<file path="config.mk">
export PLATFORM = sky130hd
export DESIGN_NAME = accumulator_bank
export DESIGN_NICKNAME = d
export VERILOG_FILES = /design/src/rtl/accumulator_bank.sv
export SDC_FILE = /design/constraint.sdc
export NUM_CORES = 1
export LEC_CHECK = 0
export BUFFER_PORTS_ARGS = -buffer_cell sky130_fd_sc_hd__buf_4
export CORE_MARGIN = 2
export CORE_UTILIZATION = 45
export DETAILED_ROUTE_END_ITERATION = 12
export PLACE_DENSITY = 0.62
export SYNTH_ARGS = -nofsm -noshare
export SYNTH_HDL_FRONTEND = slang
export SYNTH_SLANG_ARGS = --single-unit
</file>
<file path="constraint.sdc">
create_clock -name clock -period 3.2 [get_ports clock]
set_input_delay 0 -clock clock [delete_from_list [all_inputs] [get_ports clock]]
set_output_delay 0 -clock clock [all_outputs]
set_load 0.03 [all_outputs]
</file>
<file path="src/rtl/accumulator_bank.sv">
// accumulator_bank: four 8-bit accumulator registers for the accumulator-style datapath.
//
// One register number addresses both the write side (the ALU result bus) and the read side
// (the ALU operand / memory-address path). A write lands on the rising clock edge. The read
// port is purely combinational.
//
// Ports:
//   clock           rising-edge clock for all state
//   reset           synchronous, active-high; clears every register, overrides regWrite
//   regWrite        write enable, sampled on the rising edge
//   RegisterNumber  selects the register for both write and read (modulo NUM_REGS)
//   writeData       value stored verbatim into the selected register
//   readData        current contents of the selected register (no write-through bypass)
module accumulator_bank #(
  parameter int unsigned DATA_WIDTH = 8,
  parameter int unsigned NUM_REGS   = 4,
  parameter int unsigned SEL_WIDTH  = 2
) (
  input  logic                  clock,
  input  logic                  reset,
  input  logic                  regWrite,
  input  logic [SEL_WIDTH-1:0]  RegisterNumber,
  input  logic [DATA_WIDTH-1:0] writeData,
  output logic [DATA_WIDTH-1:0] readData
);

  logic [DATA_WIDTH-1:0] regs_q [NUM_REGS];
  logic [NUM_REGS-1:0]   wr_en;

  // One-hot write decode; only SEL_WIDTH bits exist, so addressing is inherently modulo.
  always_comb begin
    wr_en = '0;
    for (int unsigned i = 0; i < NUM_REGS; i++) begin
      wr_en[i] = regWrite && (RegisterNumber == SEL_WIDTH'(i));
    end
  end

  always_ff @(posedge clock) begin
    for (int unsigned i = 0; i < NUM_REGS; i++) begin
      if (reset) begin
        regs_q[i] <= '0;
      end else if (wr_en[i]) begin
        regs_q[i] <= writeData;
      end
    end
  end

  // The read deliberately ignores writeData: the old value stays visible until the edge.
  assign readData = regs_q[RegisterNumber];

endmodule

</file>
==> impl_summary.log <==
[metrics] cell area after synthesis: 1430 µm²
[metrics] fraction of power spent switching nets: 0.248
[metrics] data arrival time of the worst path: 1.42 ns
[metrics] pin slew with the least headroom to its limit: 0.729 ns
[metrics] via count of the first global-routing pass: 856
[metrics] routability-driven placement congestion ratio: 0.909
[metrics] CTS tree: yes
[metrics] residual overflow from global routing: 0
[metrics] combinational power share: 0.144
[metrics] unrepaired setup endpoints after global routing: no
[metrics] number of nets still failing antenna checks after routing: 0
[metrics] vias per cell: 5.35
[metrics] startpoint type of the worst setup path: flop
[metrics] Fmax: 704 MHz
[metrics] number of setup buffers added after CTS: 0
[metrics] worst vdd ir: 243 µV
[metrics] clock group share of total power: 0.249
[metrics] Nets: 129
[metrics] area leader, netlist: sky130_fd_sc_hd__edfxtp_1
[metrics] most frequent cells in the layout: sky130_fd_sc_hd__nor2_1 (32), sky130_fd_sc_hd__edfxtp_1 (32), sky130_fd_sc_hd__buf_4 (20), sky130_fd_sc_hd__mux4_2 (8), sky130_fd_sc_hd__nand3b_1 (8)
[metrics] largest driver fanout on the critical path: 1
[metrics] hold-critical path endpoint: regs_q[0][0]$_SDFFCE_PN0P_
[metrics] synthesized net count: 109
[metrics] Final setup viols: 0
[metrics] outcome: completed
[metrics] cts bufs inserted: 5
[metrics] Die Y: 60.3 µm
[metrics] Post-CTS Hold Fix Bufs: 0
[metrics] total wire length: 3.00 mm
[metrics] via count: 862
[metrics] crit end category: output pin
[metrics] post-layout instance area: 1640 µm²
[metrics] Final HPWL DP: 2.25 mm
[metrics] row count: 20
[metrics] relative slew slack: 0.513
[metrics] worst hold path type: input pin to flop
[metrics] total die area: 3640 µm²
[metrics] I/O pin count: 21
[metrics] final hold slack: 0.153 ns
[metrics] overall die width: 60.3 µm
[metrics] cell count after synthesis: 96
[metrics] standard cell area after detailed placement: 1590 µm²
[metrics] maximum buffer depth of the clock tree: 2
[metrics] Initial Util: 0.471
[metrics] PortBufs: 20
[metrics] total power density per cell area: 511 nW/µm²
[metrics] leakage dissipation: 0.573 nW
[metrics] max-cap violation count: 0
[metrics] final critical-path required period: 1.42 ns
[metrics] share of the yosys chip area belonging to registers: 0.673
[metrics] synthesized area per cell: 14.9 µm²
[metrics] top area cells in the synthesized netlist: sky130_fd_sc_hd__edfxtp_1 (67%), sky130_fd_sc_hd__mux4_2 (13%), sky130_fd_sc_hd__nor2_1 (8.4%)
[metrics] wire length of the first global-routing pass: 4.49 mm
[metrics] share of the clock period used by the worst path after layout: 0.444
[metrics] Yosys top cell area share: 0.673
[metrics] Syn-to-layout area delta: 14.6%
[metrics] pin count of the biggest net entering global routing: 13
[metrics] gr usage total: 0.194
[metrics] Crit Path Category: flop to output pin
[metrics] power share of the sequential group: 0.607
[metrics] remaining routing DRC violations: 0
[metrics] share of post-route cells with drive strength above 1: 0.291
[metrics] Required @ worst endpoint: 3.20 ns
[metrics] layout filler cell count: 278
[metrics] Largest register FFs: 32
[metrics] flop and latch count out of synthesis: 32
[metrics] largest register by flop count: regs_q
[metrics] number of failing hold endpoints at the final stage: 0
[metrics] count of cells resized by post-cts repair: 0
[metrics] Clock Tree Root: sky130_fd_sc_hd__clkbuf_4
[metrics] P_int: 628 µW
[metrics] drt initial violations: 33
[metrics] largest registers: regs_q x32
[metrics] deepest level of the CTS H-tree: 2
[metrics] final slew viol count: 0
[metrics] Net Sw Power: 208 µW
[metrics] # clock sinks: 32
[metrics] number of stages on the worst hold path: 3
[metrics] antenna violations before repair: 0
[metrics] Avg WL per Cell: 18.6 µm
[metrics] 1st-pass router iterations: 4
[metrics] number of distinct library cell variants in the gate-level netlist after synthesis: 14
[metrics] post-layout util: 0.540
[metrics] critical hold path startpoint: writeData[0]
[metrics] TNS Setup: 0 ns
[metrics] clock edge transition at the registers on the reported setup and hold paths: 0.09 ns
[metrics] Synth Warn #: 0
[metrics] Core Region: 3030 µm²
[metrics] antenna cells: 0
[power groups by stage]
stage	combinational [mW]	sequential (mW)	clock, mW
floorplan	0.0831	0.506	0
global placement	0.120	0.517	0
detailed placement	0.121	0.516	0
CTS	0.121	0.507	0.210
global route	0.130	0.508	0.230
finish	0.120	0.507	0.208
[final cells by class]
type	count	area [µm²]	share of cell area
clock buffers	7	45.0	0.0275
repair buffers	20	150	0.0917
well taps	44	55.1	0.0336
multi-input cells	56	418	0.255
flip-flops and latches	32	961	0.587
inverters	1	3.75	0.00229
clock inverters	1	3.75	0.00229
[cells in the mapped netlist, drive strengths merged]
| library cell | instances |
|---|---|
| nand2 | 1 |
| or2 | 1 |
| edfxtp | 32 |
| buf | 5 |
| inv | 1 |
| clkbuf | 2 |
| or2b | 1 |
| o21bai | 4 |
| nand2b | 1 |
| nor2 | 32 |
| nand3b | 8 |
| mux4 | 8 |
[metal layers]
layer  routed length (µm)  track usage  vias up
li1                     -            -      393
met1                 1230        0.254      431
met2                 1540        0.295       30
met3                  168       0.0541        8
met4                   57        0.105        0
met5                    0            0        -
[worst max path at each step]
stage | start | slack (ns) | depth (start not counted) | end
3_5_place_dp | RegisterNumber[0] | 1.69 | 3 | regs_q[1][2]$_SDFFCE_PN0P_
4_1_cts | regs_q[0][7]$_SDFFCE_PN0P_ | 1.78 | 2 | readData[7]
5_1_grt | regs_q[3][6]$_SDFFCE_PN0P_ | 1.75 | 2 | readData[6]
6_report | regs_q[0][7]$_SDFFCE_PN0P_ | 1.78 | 2 | readData[7]
2_1_floorplan | RegisterNumber[0] | 1.97 | 4 | regs_q[2][0]$_SDFFCE_PN0P_
3_3_place_gp | RegisterNumber[0] | 1.76 | 3 | regs_q[1][2]$_SDFFCE_PN0P_
[kinds of logic (layout without fill, tap and decap cells)]
family                 after synthesis  in the layout  share of synthesized area
AO/OA/AOI/OAI                        4              4                     0.0237
buffers and inverters                8             29                     0.0342
flip-flops                          32             32                      0.673
multiplexers                         8              8                      0.126
AND/OR/NAND/NOR                     44             44                      0.143
[metrics by stage]
stage	total power, mW	worst slack, ns	cells
after floorplan	0.589	1.97	96
after global placement	0.637	1.76	153
after detailed placement	0.638	1.69	153
after CTS	0.839	1.78	161
after global routing	0.868	1.75	161
final	0.836	1.78	161
[critical path: stages (launching register included)]
cell                       delay [ns]
sky130_fd_sc_hd__edfxtp_1        0.44
sky130_fd_sc_hd__mux4_2          0.47
sky130_fd_sc_hd__buf_4           0.18
No activity file was read; power rests on OpenSTA's default activity.
